`config.mk`:
```
export PLATFORM = sky130hd
export DESIGN_NAME = ex_branch_predictor_flat
export DESIGN_NICKNAME = d
export VERILOG_FILES = /design/src/rtl/ex_branch_predictor_pkg.sv /design/src/rtl/ex_branch_predictor_if.sv /design/src/rtl/ex_branch_predictor_sat_ctr.sv /design/src/rtl/ex_branch_predictor.sv /design/src/flat_wrapper.sv
export SDC_FILE = /design/constraint.sdc
export NUM_CORES = 1
export LEC_CHECK = 0
export BUFFER_PORTS_ARGS = -buffer_cell sky130_fd_sc_hd__buf_2
export CAP_MARGIN = 20
export CORE_ASPECT_RATIO = 1.1
export CORE_UTILIZATION = 35
export CTS_CLUSTER_SIZE = 10
export DETAILED_ROUTE_END_ITERATION = 10
export GPL_ROUTABILITY_DRIVEN = 0
export PLACE_DENSITY = 0.62
export SYNTH_ARGS = -nofsm -noshare
export SYNTH_HDL_FRONTEND = slang
export SYNTH_HIERARCHICAL = 1
export SYNTH_SLANG_ARGS = --single-unit
export TNS_END_PERCENT = 1
```
`constraint.sdc`:
```
create_clock -name clk -period 2.75 [get_ports clk]
set_input_delay 0.275 -clock clk [delete_from_list [all_inputs] [get_ports clk]]
set_output_delay 0.275 -clock clk [all_outputs]
set_load 0.01 [all_outputs]
```
`src/rtl/ex_branch_predictor_pkg.sv`:
```
// Shared types and defaults for the bimodal branch predictor.
package bp_pkg;

  typedef enum logic [1:0] {
    BP_SNT = 2'b00,
    BP_WNT = 2'b01,
    BP_WT  = 2'b10,
    BP_ST  = 2'b11
  } bp_cnt_e;

  localparam bp_cnt_e BP_INIT   = BP_WNT;
  localparam int      BP_IDX_W  = 6;
  localparam int      BP_STAT_W = 16;

endpackage

```
`src/rtl/ex_branch_predictor_if.sv`:
```
// Fetch lookup, EX resolution and statistics bundle between pipeline and predictor.
interface ex_branch_predictor_if #(
  parameter int STAT_W = bp_pkg::BP_STAT_W
);
  logic [31:0]       if_pc;
  logic              pred_en;
  logic              pred_taken;
  logic              ex_valid;
  logic              ex_is_branch;
  logic [31:0]       ex_pc;
  logic              ex_taken;
  logic              ex_pred_taken;
  logic              tbl_clr;
  logic              stat_clr;
  logic [STAT_W-1:0] branch_cnt;
  logic [STAT_W-1:0] mispred_cnt;

  modport master (
    output if_pc, pred_en, ex_valid, ex_is_branch, ex_pc, ex_taken,
           ex_pred_taken, tbl_clr, stat_clr,
    input  pred_taken, branch_cnt, mispred_cnt
  );

  modport slave (
    input  if_pc, pred_en, ex_valid, ex_is_branch, ex_pc, ex_taken,
           ex_pred_taken, tbl_clr, stat_clr,
    output pred_taken, branch_cnt, mispred_cnt
  );
endinterface

```
`src/rtl/ex_branch_predictor_sat_ctr.sv`:
```
// 2-bit saturating counter next-state function.
module bp_sat_ctr
  import bp_pkg::*;
(
  input  bp_cnt_e cnt_in,
  input  logic    taken,
  output bp_cnt_e cnt_out
);

  always_comb begin
    cnt_out = cnt_in;
    if (taken) begin
      if (cnt_in != BP_ST) cnt_out = bp_cnt_e'(cnt_in + 2'd1);
    end else begin
      if (cnt_in != BP_SNT) cnt_out = bp_cnt_e'(cnt_in - 2'd1);
    end
  end

endmodule

```
`src/rtl/ex_branch_predictor.sv`:
```
// Bimodal predictor: flop table of 2-bit counters, write-first bypass, branch statistics.
module ex_branch_predictor
  import bp_pkg::*;
#(
  parameter int IDX_W  = BP_IDX_W,
  parameter int STAT_W = BP_STAT_W
) (
  input  logic                  clk,
  input  logic                  rst_n,
  ex_branch_predictor_if.slave  bus
);

  localparam int unsigned DEPTH = 1 << IDX_W;

  bp_cnt_e           tbl [DEPTH];
  logic [IDX_W-1:0]  rd_idx;
  logic [IDX_W-1:0]  wr_idx;
  logic              upd;
  bp_cnt_e           cnt_upd;
  bp_cnt_e           cnt_next;
  logic [STAT_W-1:0] branch_cnt;
  logic [STAT_W-1:0] mispred_cnt;
  logic              unused_pc_hi;

  assign rd_idx       = bus.if_pc[IDX_W-1:0];
  assign wr_idx       = bus.ex_pc[IDX_W-1:0];
  assign upd          = bus.ex_valid & bus.ex_is_branch;
  assign unused_pc_hi = ^{bus.if_pc[31:IDX_W], bus.ex_pc[31:IDX_W]};

  bp_sat_ctr u_sat_ctr (
    .cnt_in  (tbl[wr_idx]),
    .taken   (bus.ex_taken),
    .cnt_out (cnt_upd)
  );

  // Bypass shows the counter value this edge will commit; a clear drops the update.
  always_comb begin
    cnt_next = tbl[rd_idx];
    if (upd && !bus.tbl_clr && (rd_idx == wr_idx)) cnt_next = cnt_upd;
  end

  assign bus.pred_taken = bus.pred_en & ~bus.tbl_clr & cnt_next[1];

  always_ff @(posedge clk or negedge rst_n) begin
    if (!rst_n) begin
      for (int unsigned i = 0; i < DEPTH; i++) tbl[i[IDX_W-1:0]] <= BP_INIT;
    end else if (bus.tbl_clr) begin
      for (int unsigned i = 0; i < DEPTH; i++) tbl[i[IDX_W-1:0]] <= BP_INIT;
    end else if (upd) begin
      tbl[wr_idx] <= cnt_upd;
    end
  end

  always_ff @(posedge clk or negedge rst_n) begin
    if (!rst_n) begin
      branch_cnt  <= '0;
      mispred_cnt <= '0;
    end else if (bus.stat_clr) begin
      branch_cnt  <= '0;
      mispred_cnt <= '0;
    end else if (upd) begin
      if (branch_cnt != '1) branch_cnt <= branch_cnt + 1'b1;
      if ((bus.ex_taken != bus.ex_pred_taken) && (mispred_cnt != '1))
        mispred_cnt <= mispred_cnt + 1'b1;
    end
  end

  assign bus.branch_cnt  = branch_cnt;
  assign bus.mispred_cnt = mispred_cnt;

endmodule

```
`src/flat_wrapper.sv`:
```
// flat-port wrapper written by rule: the top's interface ports become plain ports
module ex_branch_predictor_flat import bp_pkg::*;
#(
  parameter int IDX_W  = BP_IDX_W,
  parameter int STAT_W = BP_STAT_W
)
  (clk, rst_n, bus_if_pc, bus_pred_en, bus_ex_valid, bus_ex_is_branch, bus_ex_pc, bus_ex_taken, bus_ex_pred_taken, bus_tbl_clr, bus_stat_clr, bus_pred_taken, bus_branch_cnt, bus_mispred_cnt);
  ex_branch_predictor_if #(.STAT_W(STAT_W)) bus_i ();
  input  logic clk;
  input  logic rst_n;
  input wire logic [$bits(bus_i.if_pc)-1:0] bus_if_pc;
  input wire logic [$bits(bus_i.pred_en)-1:0] bus_pred_en;
  input wire logic [$bits(bus_i.ex_valid)-1:0] bus_ex_valid;
  input wire logic [$bits(bus_i.ex_is_branch)-1:0] bus_ex_is_branch;
  input wire logic [$bits(bus_i.ex_pc)-1:0] bus_ex_pc;
  input wire logic [$bits(bus_i.ex_taken)-1:0] bus_ex_taken;
  input wire logic [$bits(bus_i.ex_pred_taken)-1:0] bus_ex_pred_taken;
  input wire logic [$bits(bus_i.tbl_clr)-1:0] bus_tbl_clr;
  input wire logic [$bits(bus_i.stat_clr)-1:0] bus_stat_clr;
  output wire logic [$bits(bus_i.pred_taken)-1:0] bus_pred_taken;
  output wire logic [$bits(bus_i.branch_cnt)-1:0] bus_branch_cnt;
  output wire logic [$bits(bus_i.mispred_cnt)-1:0] bus_mispred_cnt;
  assign bus_i.if_pc = bus_if_pc;
  assign bus_i.pred_en = bus_pred_en;
  assign bus_i.ex_valid = bus_ex_valid;
  assign bus_i.ex_is_branch = bus_ex_is_branch;
  assign bus_i.ex_pc = bus_ex_pc;
  assign bus_i.ex_taken = bus_ex_taken;
  assign bus_i.ex_pred_taken = bus_ex_pred_taken;
  assign bus_i.tbl_clr = bus_tbl_clr;
  assign bus_i.stat_clr = bus_stat_clr;
  assign bus_pred_taken = bus_i.pred_taken;
  assign bus_branch_cnt = bus_i.branch_cnt;
  assign bus_mispred_cnt = bus_i.mispred_cnt;
  ex_branch_predictor #(.IDX_W(IDX_W), .STAT_W(STAT_W)) u_core (.clk(clk), .rst_n(rst_n), .bus(bus_i));
endmodule
```
# Word level (Yosys, flattened, before mapping)
# Index checks and enable logic that the tools add are counted.
# Widths: inputs -> output; s select.
# op_classes
n_addsub,4
magnitude_cmp,3
n_eq_ne,5
n_mux,21
n_bitwise,6
reduce_logical,12
# op_table
cell,count
$mux 128,2
$bwmux 128,1
$mux 16,6
$add 16x1->16 const B,2
$ne 16x16->1 const B,2
$bmux 2 s6,2
$mux 2,9
$ge 7x7->1 const B,2
$not 6->7,2
$demux 2 s6,1
$reduce_bool 2->1,5
$lt 7x1->1 const B,1
$eq 6x6->1,1
$logic_and 1x1->1,4
$reduce_and 2->1,2
$and 1x1->1,3
$add 2x1->2 const B,1
$ne 2x2->1 const B,1
$sub 2x1->2 const B,1
$logic_not 1->1,1
$ne 1x1->1,1
$not 1->1,1
# totals
register_bits,160
inputBits,73
output_inout_bits,33
word_cells,117

# Logic depth before layout (Yosys ltp)
# depth
word_depth,10
ltp_mapped,16
ltp_nobuf,10

# Modules after synthesis
# The synthesis kept the hierarchy.
# by_module_without_submodules
module,instances,cells_each,area_per_inst_um2,seq_area_each_um2
ex_branch_predictor,1,963,9178.8,4083.9
bp_sat_ctr,1,3,26.3,0.0

# Least setup slack after synthesis
# Ideal clock, no wire load.
# synth_timing
path_kind,input -> register
start,input bus_ex_pc[1]
end,register u_core/tbl[10] (netlist bit)
setup_ns,0.082
arrival_time_ns,2.852
t_required_ns,2.668
setup_slack_ns,-0.184
cell_stages,14
n_path_buf,7
cell_sequence,buf_6 > buf_4 > buf_2 > buf_2 > mux4_2 > mux2i_1 > nor2_1 > nor3b_1 > nand3_1 > maj3_2 > clkbuf_1 > clkbuf_1 > clkbuf_1 > a211o_1
# synth_via
elab_chain_len,10
word_cells_on_any_way,19
classes_between,2 x add/sub; 2 x order compare; 1 x eq/ne; 11 x mux; 1 x bitwise; 2 x reduce/logical
# synth_rtl
element,line_no,source
"start, declared",flat_wrapper.sv:15,input wire logic [$bits(bus_i.ex_pc)-1:0] bus_ex_pc;
$not 6->7 (implied by the code) (*),ex_branch_predictor.sv:31,".cnt_in (tbl[wr_idx]),"
$bmux 2 s6 (*),ex_branch_predictor.sv:31,
$mux 2 (implied by the code) (*) (2 in a row),ex_branch_predictor.sv:31,
$sub 2x1->2 (tied with other cells),ex_branch_predictor_sat_ctr.sv:15,if (cnt_in != BP_SNT) cnt_out = bp_cnt_e'(cnt_in - 2'd1);
"$mux 2, on equally long branches","ex_branch_predictor_sat_ctr.sv:15, ex_branch_predictor_sat_ctr.sv:13",
$mux 2 (*),ex_branch_predictor_sat_ctr.sv:12,if (taken) begin
net u_core.cnt_upd[0],ex_branch_predictor.sv:19,bp_cnt_e cnt_upd;
$bwmux 128 (*),ex_branch_predictor.sv:50,tbl[wr_idx] <= cnt_upd;
$mux 128 (*),ex_branch_predictor.sv:49,end else if (upd) begin
$mux 128 (*),ex_branch_predictor.sv:47,end else if (bus.tbl_clr) begin
"end signal, assigned by index",ex_branch_predictor.sv:50,
"end, declared",ex_branch_predictor.sv:15,bp_cnt_e tbl [DEPTH];
# Mark *: on every way through the listed nets, which the timed path passes. The rest lies on a longest branch. The select of a mux whose other input is x is not followed.
# A chain may end at the register's enable or synchronous reset.

# Worst setup path after layout
# layout_timing
start,register u_core/tbl[32] (netlist bit)
end,output bus_pred_taken
# layout_via
elab_chain_len,8
word_cells_on_any_way,12
classes_between,2 x add/sub; 1 x eq/ne; 7 x mux; 1 x bitwise; 1 x reduce/logical
# layout_rtl
element,line_no,source
$bmux 2 s6 (*),ex_branch_predictor.sv:31,
$mux 2 (implied by the code) (*) (2 in a row),ex_branch_predictor.sv:31,
$sub 2x1->2 (tied with other cells),ex_branch_predictor_sat_ctr.sv:15,
"$mux 2, on equally long branches","ex_branch_predictor_sat_ctr.sv:15, ex_branch_predictor_sat_ctr.sv:13",
$mux 2 (*),ex_branch_predictor_sat_ctr.sv:12,
net u_core.cnt_upd[1],ex_branch_predictor.sv:19,
$mux 2 (*),ex_branch_predictor.sv:39,if (upd && !bus.tbl_clr && (rd_idx == wr_idx)) cnt_next = cnt_upd;
$and 1x1->1 (*),ex_branch_predictor.sv:42,assign bus.pred_taken = bus.pred_en & ~bus.tbl_clr & cnt_next[1];
"end, declared",flat_wrapper.sv:20,output wire logic [$bits(bus_i.pred_taken)-1:0] bus_pred_taken;
# Marks and branches as above.

==> impl_results.md <==
- RSZ-0062 raised after global routing: true
- Worst-Margin Slew: 0.734 ns
- Sequential standard cell area: 4080 µm²
- Antenna violations before repair: 0
- Row count: 61
- Sw power: 1.48 mW
- Initial core utilization: 36.0%
- Post-Syn Area per Cell: 9.53 µm²
- Synth Cell Area: 9210 µm²
- Class of the worst hold path: input pin to flop
- Non-filler cells, final: 1,398
- DR vias/cell: 5.65
- Vias in the first global route: 7,780
- Worst-path maximum fanout: 2
- CP startpoint kind: flop
- Largest net degree at the start of global routing: 69
- Fin. max-slew vios: 0
- Synthesized flop and latch total: 160
- Vias: 7,897
- Share of cells above drive strength 1: 25.8%
- Critical Path AT: 2.86 ns
- Antenna-violating nets left: 0
- PortBufs: 53
- TritonCTS clock tree: yes
- Root buf cell: clkbuf_16
- Post-detailed-route DRC marker count: 0
- Clk Latency, worst-skew pair: 0.43 ns
- H-tree levels: 4
- Post-route clock period utilization: 114%
- Area of the multi-input gates: 4790 µm²
- Pleak: 4.33 nW
- Initial DRC Count: 751
- Total CTS buffers: 17
- Remaining Overflow, GRT: 0
- Post-Route WL: 27,700 µm
- Clock slew at reported path FFs: 0.07 ns
- Ant. Diodes: 0
- Synthesis-to-finish area growth: 18.5%
- Synth Flop Type: dfrtp_1
- Net Count, Synth: 1,041
- Synth Warn #: 6
- Clock Skews: 0.0162 ns
- Unique masters post-synth: 60
- Final Hold Viols: 0
- Crit end category: output port
- Commonest non-fill, non-tap cell in the layout: nor2_1
- # fillers: 2,477
- Max-cap violation count: 0
- Pint: 3.87 mW
- Hpwl dp: 19,000 µm
- Drt pass-1 iters: 5
- Sw Ratio: 27.6%
- CP required: 2.48 ns
- Commonest non-fill, non-tap cells in the layout: nor2_1, dfrtp_1, nand2_1, buf_4, dfstp_2
- Routed length per placed instance: 19.8 µm
- Post-synthesis sequential area ratio: 44.4%
- Sequential power share: 44.4%
- DP Worst Slack: -0.425 ns
- Cells after Synth: 966
- EDFF count, synth: 0
- Post-synthesis async set-or-reset flop share: 100%
- Combinational cell fraction of total power: 11.8%
- Post-route minimum period: 3.13 ns
- Inst Count DP: 1,364
- Clock sink total: 160
- NumNets Final: 1,114
- DIE AREA: 27,000 µm²
- Rel. slew slack: 51.0%
- VDD IR max: 0.290 mV
- Status: finished with violations
- Failing checks: setup timing
- Maximum count of clock buffers along a single path: 2
- Total GRT Usage: 21.6%
- Cell Pwr Density: 491 nW/µm²
- # IOs: 106
- Clock power frac: 43.8%
- Core Area: 25,600 µm²
- Die H: 172 µm
- Die X: 157 µm
- Fmax: 319 MHz
- Setup ws final: -0.383 ns
- Setup Viol. Count Final: 22
- First-pass GRT wire length: 44,200 µm
- Setup CP Type: flop to output port
[cells in the mapped netlist, drive strengths merged, types with 3 or more instances]
cell type | instances | area (µm²)
a2111oi | 3 | 26.3
xnor2 | 10 | 87.6
nand3b | 7 | 52.6
inv | 7 | 26.3
mux2i | 54 | 541
nor4 | 3 | 18.8
o21ai | 49 | 245
a221oi | 12 | 118
a22o | 3 | 26.3
nand3 | 33 | 165
nand2 | 93 | 349
a21oi | 63 | 315
a211o | 56 | 490
xor2 | 16 | 140
dfstp | 64 | 1680
nand2b | 4 | 25.0
and2 | 6 | 37.5
nor2b | 55 | 344
a22oi | 11 | 82.6
nor3 | 8 | 40.0
and4 | 6 | 52.6
and3 | 24 | 150
mux2 | 12 | 139
o22ai | 7 | 43.8
nand4 | 8 | 50.1
or3 | 8 | 50.1
mux4 | 19 | 428
buf | 24 | 135
nor2 | 110 | 413
clkbuf | 57 | 214
a31oi | 8 | 50.1
dfrtp | 96 | 2400
[layer usage]
metal	global-route usage [%]	vias to the layer above	wire length [µm]
met2	34.6	317	12900
li1	-	3632	-
met1	28.1	3898	11900
met4	9.85	0	959
met5	0	-	0
met3	4.56	50	1890
[through the flow]
step                      power (mW)  utilization (%)  cell area (µm²)  hold WS, ns  TNS (ns)
after floorplan                 2.74                -             9230      -0.0206   -0.0190
after CTS                       5.40             42.5            10900        0.265    -0.662
final                           5.35             42.7            10900        0.289    -0.960
after global routing            5.56             42.7            10900        0.271     -4.22
after detailed placement        3.02             40.1            10200        0.276    -43.42
after global placement          3.02             40.1            10200        0.275    -31.94
[registers in the layout, summed over array words and instances (netlist names)]
signal	cells
u_core/bus.branch_cnt	16
u_core/bus.mispred_cnt	16
u_core/tbl	128
[power by group through the flow]
stage               Combinational [mW]  Clock [mW]  Sequential (mW)
floorplan                        0.323           0             2.42
global placement                 0.598           0             2.42
detailed placement               0.599           0             2.42
CTS                              0.618        2.41             2.38
global route                     0.676        2.51             2.38
finish                           0.631        2.35             2.38
[final cells by class]
class,count,area share (%)
Clock inverter,14,1.35
Sequential cell,160,37.4
Multi-Input combinational cell,718,43.9
Clock buffer,18,3.93
Tap cell,346,3.97
Timing Repair Buffer,135,9.18
Inverter,7,0.241
[logic make-up (layout without fill, tap and decap cells)]
group                    count (synthesis)  count (layout)  synth area share, %
AO/OA/AOI/OAI                          229             229                 16.8
XOR/XNOR                                26              26                 2.47
adder cells (fa/ha/maj)                  4               4                0.516
buffers and inverters                   88             174                 4.08
flip-flops                             160             160                 44.4
multiplexers                            85              85                 12.0
AND/OR/NAND/NOR                        374             374                 19.8
[critical path, cell delays in order (launching register included)]
cell and delay [ns]:
dfstp_2 0.37, mux2_2 0.27, a221oi_2 0.26, o22ai_1 0.14, a22o_1 0.22, or4_4 0.48
maj3_2 0.35, o21ai_2 0.14, nor3_2 0.05, buf_2 0.14
[worst paths after layout]
path                                                          to  cells after the start                        start  slack, ns
min in group asynchronous             u_core/tbl[29]$_DFFE_PN0P_                      2                        rst_n       0.36
hold reg to reg                      u_core/tbl[102]$_DFFE_PN1P_                      2  u_core/tbl[102]$_DFFE_PN1P_       0.52
hold / removal             u_core/bus.mispred_cnt[6]$_DFFE_PN0P_                      3                 bus_stat_clr       0.29
setup / recovery                                  bus_pred_taken                      9   u_core/tbl[32]$_DFFE_PN1P_      -0.38
setup reg to reg                      u_core/tbl[39]$_DFFE_PN0P_                     10   u_core/tbl[32]$_DFFE_PN1P_      -0.05
max in group asynchronous              u_core/tbl[6]$_DFFE_PN1P_                      3                        rst_n       1.49
[what timing repair did]
action | 4_1_cts | 5_1_grt
hold buffers | 1 | 0
setup buffers | 1 | 0
resized for setup | 8 | 7
pin swaps | 9 | 4
setup endpoints to repair | 11 | 105
endpoints found under the hold margin | 42 | 0
Note: power is estimated with default switching activity, not from simulation.
